--- src/rtl/picoram_bus_arbiter.sv ---
// Round-robin arbiter sharing one PicoRV32 native-bus slave between two masters.
// A transaction is held from grant to s_ready; a watchdog aborts transactions that stall.
module picoram_bus_arbiter #(
  parameter int unsigned TIMEOUT      = 64,
  parameter logic [31:0] TIMEOUT_DATA = 32'hDEAD_BEEF
) (
  input  logic        clk,
  input  logic        reset,
  input  logic        m0_valid,
  input  logic        m0_instr,
  input  logic [31:0] m0_addr,
  input  logic [31:0] m0_wdata,
  input  logic [3:0]  m0_wstrb,
  output logic        m0_ready,
  output logic [31:0] m0_rdata,
  input  logic        m1_valid,
  input  logic        m1_instr,
  input  logic [31:0] m1_addr,
  input  logic [31:0] m1_wdata,
  input  logic [3:0]  m1_wstrb,
  output logic        m1_ready,
  output logic [31:0] m1_rdata,
  output logic        s_valid,
  output logic        s_instr,
  output logic [31:0] s_addr,
  output logic [31:0] s_wdata,
  output logic [3:0]  s_wstrb,
  input  logic        s_ready,
  input  logic [31:0] s_rdata,
  output logic [1:0]  grant,
  output logic        timeout_irq
);

  // Handshake: a master holds valid until its ready pulse; s_valid stays high
  // from grant until the cycle s_ready is seen, with request fields frozen.

  typedef enum logic [1:0] {IDLE, BUSY, ABORT} state_t;

  localparam logic [15:0] CNT_LAST = 16'(TIMEOUT - 1);

  state_t      state, state_nxt;
  logic [1:0]  grant_q, grant_nxt;
  logic        last, last_nxt;
  logic [15:0] cnt, cnt_nxt;
  logic        instr_q, instr_nxt;
  logic [31:0] addr_q, addr_nxt;
  logic [31:0] wdata_q, wdata_nxt;
  logic [3:0]  wstrb_q, wstrb_nxt;
  logic        pick1;
  logic        done;
  logic [31:0] rdata_src;

  always_ff @(posedge clk) begin
    if (reset) begin
      state   <= IDLE;
      grant_q <= 2'b00;
      last    <= 1'b1;
      cnt     <= 16'd0;
      instr_q <= 1'b0;
      addr_q  <= 32'd0;
      wdata_q <= 32'd0;
      wstrb_q <= 4'd0;
    end else begin
      state   <= state_nxt;
      grant_q <= grant_nxt;
      last    <= last_nxt;
      cnt     <= cnt_nxt;
      instr_q <= instr_nxt;
      addr_q  <= addr_nxt;
      wdata_q <= wdata_nxt;
      wstrb_q <= wstrb_nxt;
    end
  end

  always_comb begin
    state_nxt = state;
    grant_nxt = grant_q;
    last_nxt  = last;
    cnt_nxt   = cnt;
    instr_nxt = instr_q;
    addr_nxt  = addr_q;
    wdata_nxt = wdata_q;
    wstrb_nxt = wstrb_q;
    // m1 wins when alone, or on a tie when m0 was the previous owner
    pick1     = m1_valid && (!m0_valid || !last);
    case (state)
      IDLE: begin
        if (m0_valid || m1_valid) begin
          state_nxt = BUSY;
          grant_nxt = pick1 ? 2'b10 : 2'b01;
          last_nxt  = pick1;
          cnt_nxt   = 16'd0;
          instr_nxt = pick1 ? m1_instr : m0_instr;
          addr_nxt  = pick1 ? m1_addr  : m0_addr;
          wdata_nxt = pick1 ? m1_wdata : m0_wdata;
          wstrb_nxt = pick1 ? m1_wstrb : m0_wstrb;
        end
      end
      BUSY: begin
        if (cnt != 16'hFFFF) cnt_nxt = cnt + 16'd1;
        if (s_ready) begin
          state_nxt = IDLE;
          grant_nxt = 2'b00;
        end else if (cnt == CNT_LAST) begin
          state_nxt = ABORT;
        end
      end
      ABORT: begin
        state_nxt = IDLE;
        grant_nxt = 2'b00;
      end
      default: begin
        state_nxt = IDLE;
        grant_nxt = 2'b00;
      end
    endcase
  end

  assign done        = ((state == BUSY) && s_ready) || (state == ABORT);
  assign rdata_src   = (state == ABORT) ? TIMEOUT_DATA : s_rdata;
  assign m0_ready    = done && grant_q[0];
  assign m1_ready    = done && grant_q[1];
  assign m0_rdata    = m0_ready ? rdata_src : 32'd0;
  assign m1_rdata    = m1_ready ? rdata_src : 32'd0;
  assign s_valid     = (state == BUSY);
  assign s_instr     = instr_q;
  assign s_addr      = addr_q;
  assign s_wdata     = wdata_q;
  assign s_wstrb     = wstrb_q;
  assign grant       = grant_q;
  assign timeout_irq = (state == ABORT);

endmodule

--- config.mk ---
export PLATFORM = sky130hd
export DESIGN_NAME = picoram_bus_arbiter
export DESIGN_NICKNAME = d
export VERILOG_FILES = /design/src/rtl/picoram_bus_arbiter.sv
export SDC_FILE = /design/constraint.sdc
export NUM_CORES = 1
export LEC_CHECK = 0
export ABC_CLOCK_PERIOD_IN_PS = 4400
export CAP_MARGIN = 10
export CORE_AREA = 2 2 123 125
export CTS_BUF_LIST = sky130_fd_sc_hd__clkbuf_4 sky130_fd_sc_hd__clkbuf_8 sky130_fd_sc_hd__clkbuf_16
export DETAILED_ROUTE_END_ITERATION = 7
export DIE_AREA = 0 0 125 127
export HOLD_SLACK_MARGIN = 0.12
export PLACE_DENSITY = 0.74
export SYNTH_ARGS = -nofsm -noshare
export SYNTH_HDL_FRONTEND = slang
export SYNTH_SLANG_ARGS = --single-unit
--- constraint.sdc ---
create_clock -name clk -period 4.4 [get_ports clk]
set_input_delay 0.88 -clock clk [delete_from_list [all_inputs] [get_ports clk]]
set_output_delay 0.88 -clock clk [all_outputs]
set_load 0.005 [all_outputs]
==> metrics, run 1 <==
Syn-to-layout area delta=77.21%; sequential share of the synthesized area=38.74%; compound-gate portion of the synthesized area=18.32%; CTS max path bufs=2; Sink Count=90; Synth Area in Adders=0.2690%; Max Clk Rate=271.9 MHz; asr flop ratio synth=0%; First DRT Iteration DRCs=186; area of the multi-input gates=2623 um2; Inst Count DP=1,027; RSZ-0062 raised after global routing=no; Post-route DRC=0; status=complete, no violations; met2 usage=34.43%; Root Buffer=clkbuf_16; I/O Buffers=313; Critical Path RT=3.52 ns; largest family of logic cells by synthesized area=simple AND/OR/NAND/NOR gates; fin crit period=3.678 ns; Netlist cell types=44; syn nets=748; EDFF count, synth=0; Setup crit start kind=flop; M3 GR Usage=5.444%; Leakage=0.003134 uW; htree depth=3; top_reg_cell synth=dfxtp_1; post-CTS setup buffers=0; post-synthesis xor/xnor area fraction=0.1883%; post-synthesis mux area share=15.07%; ant diodes=0; fill count=1,343; Synth Register Bits=90; initial antenna violation count=0; routing usage on met1=21.38%; remaining antenna violation count after routing=0; Peak VDD IR=0.2248 mV; Hold WS=0.4948 ns; slowest stage delay, CP=0.51 ns; Worst Path Max Fanout=20; vias in the first global route=4,801; First-pass DRT Iterations=6; Final setup viols=0; PwrDens=286.2 nW/um2; Post-Synthesis Cells=572; Top delay family on crit path=buffers and inverters; Routed WL=15.56 mm; normalized max-slew margin=43.20%; share of layout cells above drive strength 1=4.424%; crit-path cells=nand2b_1 > buf_4 > inv_1 > a21o_1 > nand2_1 > buf_4 > nor2_1 > clkdlybuf4s50_1; Tot Pwr=2359 uW; Hold Crit Class=flop to flop; flip-flop and latch area=1802 um2; post-DR vias/cell=4.939; via count=5,151; GRT Max-Usage Layer=met2; Hold Violations, Final=0; Initial Utilization=32.24%; Core Box Area=14,420 um2; CTS resizes=0; Crit Path Class=flop to output pin; Slew Viols, Final=0; Fin Setup TNS=0 ns; CTS Hold Bufs=0; synthesized area per cell=8.131 um2; nets@finish=1,030; post-DR wirelength/cell=14.92 um; Horiz. Die Dim=125 um; mapped cell area=4651 um2; io pins=314; Clock transition at path regs=0.06 ns; final worst-path cycle share=83.58%; cts bufs inserted=9; clk_lat worst skew=0.34 ns; Die Footprint=15,880 um2; cell mode on critical path=buf_4; Worst Tran Pin Value=0.8520 ns; Max Cap Viol=0; pin count of the biggest net entering global routing=74; clk_skew=0.007234 ns; fin util=57.14%; GPL Wtd Cong=0.8421; Crit-path slowest cell=clkdlybuf4s50_1; global-route wire length before repair=24.74 mm; All-Layer GR Usage=19.09%; # rows=44; Critical Path End Type=output pin; die span in y=127 um; remaining global-route overflow=0; Synth Area in Simple Gates=22.20%; Synth warnings=0; buffers and inverters on the worst path=4; Final Non-Filler Cells=1,043; Worst EP arrival=2.80 ns; hpwl dp=12.09 mm; CTS tree=done
==> Yosys cell counts (2+ instances only) <==
cell / n / area [um2]
nor2b_1: 2 / 12.51
o211ai_1: 5 / 37.54
mux2i_1: 70 / 700.7
or3_1: 3 / 18.77
nor3_1: 5 / 25.02
a31o_2: 3 / 26.28
nand4_2: 2 / 25.02
o21ai_0: 4 / 20.02
or4_1: 6 / 45.04
a41oi_1: 2 / 17.52
nand2b_1: 2 / 12.51
clkbuf_1: 29 / 108.9
nand2_1: 21 / 78.83
and4_1: 2 / 17.52
a22oi_1: 2 / 15.01
nor4_1: 6 / 37.54
a21o_1: 3 / 22.52
nor2_1: 170 / 638.1
nand3_1: 9 / 45.04
a21oi_1: 6 / 30.03
dfxtp_1: 90 / 1802
o22a_1: 2 / 17.52
buf_2: 20 / 100.1
a311oi_1: 3 / 26.28
a32o_1: 2 / 20.02
nand4_1: 6 / 37.54
buf_1: 3 / 11.26
a211oi_1: 73 / 548.0
and3_1: 2 / 12.51
inv_1: 5 / 18.77
==> state kept, by name, summed over array words and instances, names as in the netlist <==
signal and cells:
s_addr 32, s_wdata 32, cnt 16, s_wstrb 4, grant 2, state 2
last 1, s_instr 1
==> metal layers <==
| layer | up-vias | routed length, um |
|---|---|---|
| met3 | 23 | 1359 |
| met4 | 0 | 388 |
| met2 | 241 | 7783 |
| met5 | - | 0 |
| met1 | 2270 | 6026 |
| li1 | 2617 | - |
==> path summary, 6_finish.rpt <==
path	start	endpoint	slack (ns)	cells past startpoint
min	s_wdata[7]	s_wdata[7]	0.49	2
max	state[1]	m0_rdata[2]	0.72	8
min reg2reg	s_wdata[7]	s_wdata[7]	0.49	2
max reg2reg	cnt[0]	cnt[2]	2.19	5
==> power by group <==
part / leakage (uW) / switching, uW / internal [uW]
combinational: 0.00224 / 237 / 369
clock: 0.000148 / 321 / 505
sequential: 0.000744 / 38.4 / 888
==> metrics by stage <==
step | setup WS, ns | cell area, um2
final | 0.7224 | 8242
after floorplan | 1.907 | 4651
after CTS | 0.7119 | 8242
after global placement | 0.8225 | 7918
after detailed placement | 0.7942 | 7918
after global routing | 0.4950 | 8242
==> cell type report <==
cell class                      count  share of cell area [%]
Sequential cell                    90                   21.86
Clock inverter                      6                   1.108
Inverter                            6                  0.2733
Clock buffer                       10                   2.824
Tap cell                          184                   2.793
Timing Repair Buffer              323                   39.32
Multi-Input combinational cell    424                   31.82
==> layout by cell type (no fill, tap or decap), drive strengths merged, types with 4 or more instances in the layout <==
master,count
dfxtp,90
a211oi,73
nand2,21
buf,11
nor3,5
inv,5
o21ai,4
a21oi,6
mux2i,70
clkbuf,10
nand3,9
or4,6
nand4,8
o211ai,5
clkdlybuf4s50,312
nor2,170
nor4,7
==> cells by family (layout without fill, tap and decap cells) <==
family	count (synthesis)	after routing
muxes	70	70
xor gates and xnor gates	1	1
buffers and inverters	58	345
AOI/OAI and AO/OA	113	113
and+or+nand+nor	239	239
DFF	90	90
adders and majority gates	1	1
==> worst reg2reg max path, delay by kind of cell, from the launching register on <==
family | cells | cell delay [ns]
and+or+nand+nor | 2 | 0.99
AOI/OAI and AO/OA | 2 | 0.50
DFF | 1 | 0.41
adders and majority gates | 1 | 0.23
No activity file was read; power rests on OpenSTA's default activity.
==> inputs of run 2 (changes only) <==
==> config.mk (replaced) <==
export PLATFORM = sky130hd
export DESIGN_NAME = picoram_bus_arbiter
export DESIGN_NICKNAME = d
export VERILOG_FILES = /design/src/rtl/picoram_bus_arbiter.sv
export SDC_FILE = /design/constraint.sdc
export NUM_CORES = 1
export LEC_CHECK = 0
export ABC_CLOCK_PERIOD_IN_PS = 2950
export CAP_MARGIN = 10
export CORE_UTILIZATION = 33
export CTS_BUF_LIST = sky130_fd_sc_hd__clkbuf_4 sky130_fd_sc_hd__clkbuf_8 sky130_fd_sc_hd__clkbuf_16
export DETAILED_ROUTE_END_ITERATION = 7
export HOLD_SLACK_MARGIN = 0.12
export PLACE_DENSITY = 0.78
export SYNTH_ARGS = -nofsm -noshare
export SYNTH_HDL_FRONTEND = slang
export SYNTH_SLANG_ARGS = --single-unit
==> constraint.sdc (replaced) <==
create_clock -name clk -period 2.95 [get_ports clk]
set_input_delay 0.59 -clock clk [delete_from_list [all_inputs] [get_ports clk]]
set_output_delay 0.59 -clock clk [all_outputs]
set_load 0.005 [all_outputs]
==> metrics, run 2 (same netlist as run 1, synthesis figures left out) <==
vias in the first global route=4,556 (-5.1%); Core Box Area=13,830 um2 (-4.1%); Worst Tran Pin Value=0.7658 ns (-0.08621 ns); Fin Setup TNS=0 ns (unchanged); GPL Wtd Cong=0.8724 (+3.6%); R2R Setup Slk=0.70 ns (-1.49 ns); die span in y=120.7 um (-4.9%); First-pass DRT Iterations=4 (-2); most common cell after layout, fill and taps aside=clkdlybuf4s50_1; fill count=1,264 (-5.9%); Final setup viols=0 (unchanged); final worst-path cycle share=92.84%; clock share of power=34.2% (-0.8 points); Comb power frac=26.3% (+0.6 points); Placed Area=8005 um2 (+1.1%); Sequential Power Share=39.5% (+0.2 points); internal power=2624 uW (+49%); hold wc startpoint=s_wdata[4]; NetSw=878.4 uW (+47%); First DRT Iteration DRCs=167 (-10%); WHS Path Cells=2 (unchanged); Sink Count=90 (unchanged); PwrDens=420.6 nW/um2 (+47%); pin count of the biggest net entering global routing=87 (+18%); clk_skew=0.005880 ns (-0.001354 ns); CTS max path bufs=2 (unchanged); Critical Path RT=2.36 ns (-1.16 ns); Critical Path End Type=output pin; commonest non-fill, non-tap cells in the layout=clkdlybuf4s50_1 (312), nor2_1 (170), dfxtp_1 (90); R2R Path End=cnt[2]; share of layout cells above drive strength 1=5.415% (+0.99 points); io pins=314 (unchanged); Horiz. Die Dim=120.7 um (-3.4%); fin crit period=2.739 ns; initial antenna violation count=0 (unchanged); Routed WL=15.17 mm (-2.5%); Crit Path Class=flop to output pin; CTS resizes=0 (unchanged); htree depth=3 (unchanged); global-route wire length before repair=23.33 mm (-5.7%); remaining global-route overflow=0 (unchanged); post-DR wirelength/cell=14.47 um (-3.0%); clk_lat worst skew=0.33 ns (about the same); hpwl dp=11.93 mm (-1.3%); CTS Hold Bufs=0 (unchanged); pre-CTS setup slack=0.2188 ns (-0.5754 ns); Initial Utilization=33.63% (+1.4 points); area of the multi-input gates=2623 um2 (unchanged); Worst EP arrival=2.15 ns (-0.65 ns); Setup crit start kind=flop; Tot Pwr=3502 uW (+48%); post-CTS setup buffers=0 (unchanged); Final Cell Area=8325 um2 (+1.0%); Post-route DRC=0 (unchanged); post-DR vias/cell=4.844 (-1.9%); Max Cap Viol=0 (unchanged); worst r2r src=cnt[0]; Die Footprint=14,570 um2 (-8.2%); Clock transition at path regs=0.06 ns (about the same); Switching Share=25.08% (-0.22 points); Peak VDD IR=0.3033 mV (+35%); ant diodes=0 (unchanged); Syn-to-layout area delta=79.02%; nets@finish=1,039 (+0.87%); CTS tree=done; Hold Violations, Final=0 (unchanged); Max Clk Rate=365.1 MHz; remaining antenna violation count after routing=0 (unchanged); # rows=43 (-2.3%); cts bufs inserted=9 (unchanged); Root Buffer=clkbuf_16; Hold Crit Class=flop to flop; Slew Viols, Final=0 (unchanged); Worst Slack Setup Final=0.2112 ns (-0.5112 ns); All-Layer GR Usage=20.42% (+1.3 points); worst hold endpoint=s_wdata[4]; I/O Buffers=313 (unchanged); RSZ-0062 raised after global routing=no; FF-to-FF path depth=5 (unchanged); Leakage=0.003196 uW (+2.0%); via count=5,077 (-1.4%); Worst Path Max Fanout=33 (+65%); flip-flop and latch area=1802 um2 (unchanged); normalized max-slew margin=48.52% (+5.3 points); status=complete, no violations
run 2: cell count changes in the layout (fill, tap and decap cells not counted), sizes merged:
cell      previous run  this run
buf                 11        20
clkbuf              10        13
clkinvlp             3         1
bufinv               2         1
run 2: area by class of cell:
cell class	instances	share of cell area, %
timing repair buffer	332	40.04
multi-input combinational	424	31.50
sequential	90	21.64
clock buffer	13	3.291
tap	180	2.705
clock inverter	3	0.5561
inverter	6	0.2705
run 2: how the worst max path moves through the flow:
stage / from / to / slack [ns]
finish: state[0] / m0_rdata[31] / 0.21
global route: state[0] / m0_rdata[22] / 0.06
CTS: state[0] / m0_rdata[31] / 0.19
detailed placement: s_ready / m1_rdata[22] / 0.22
global placement: s_ready / m1_rdata[22] / 0.24
floorplan: state[0] / m0_rdata[10] / 0.75
run 2: metrics by stage:
stage / hold slack [ns] / util, % / cells
after floorplan: 0.4898 / - / 572
after global placement: 0.4845 / 57.90 / 1032
after detailed placement: 0.4906 / 57.90 / 1032
after CTS: 0.4992 / 60.21 / 1048
after global routing: 0.5157 / 60.21 / 1048
final: 0.4951 / 60.21 / 1048
run 2: power by group through the flow:
stage	clock network (uW)	logic (uW)	registers, uW
after detailed placement	0	928	1410
after global placement	0	921	1400
after CTS	1230	932	1380
after global routing	1280	998	1400
after floorplan	0	347	1410
final	1200	921	1380
run 2: worst max-delay path: stages, from the launching register on:
cell,delay (ns)
dfxtp_1,0.46
nand2b_1,0.17
clkinv_1,0.10
a21o_1,0.18
nand2_1,0.06
buf_4,0.31
nor2_1,0.09
clkdlybuf4s50_1,0.45
run 2: routing by layer:
layer | vias to the layer above | GRT usage, % | share of wire [%] | routed length (um)
met1 | 2204 | 21.94 | 38 | 5813
met5 | - | 0 | 0 | 0
li1 | 2629 | - | - | -
met2 | 225 | 38.86 | 53 | 7968
met4 | 0 | 7.330 | 1.7 | 253
met3 | 19 | 4.387 | 7.5 | 1133
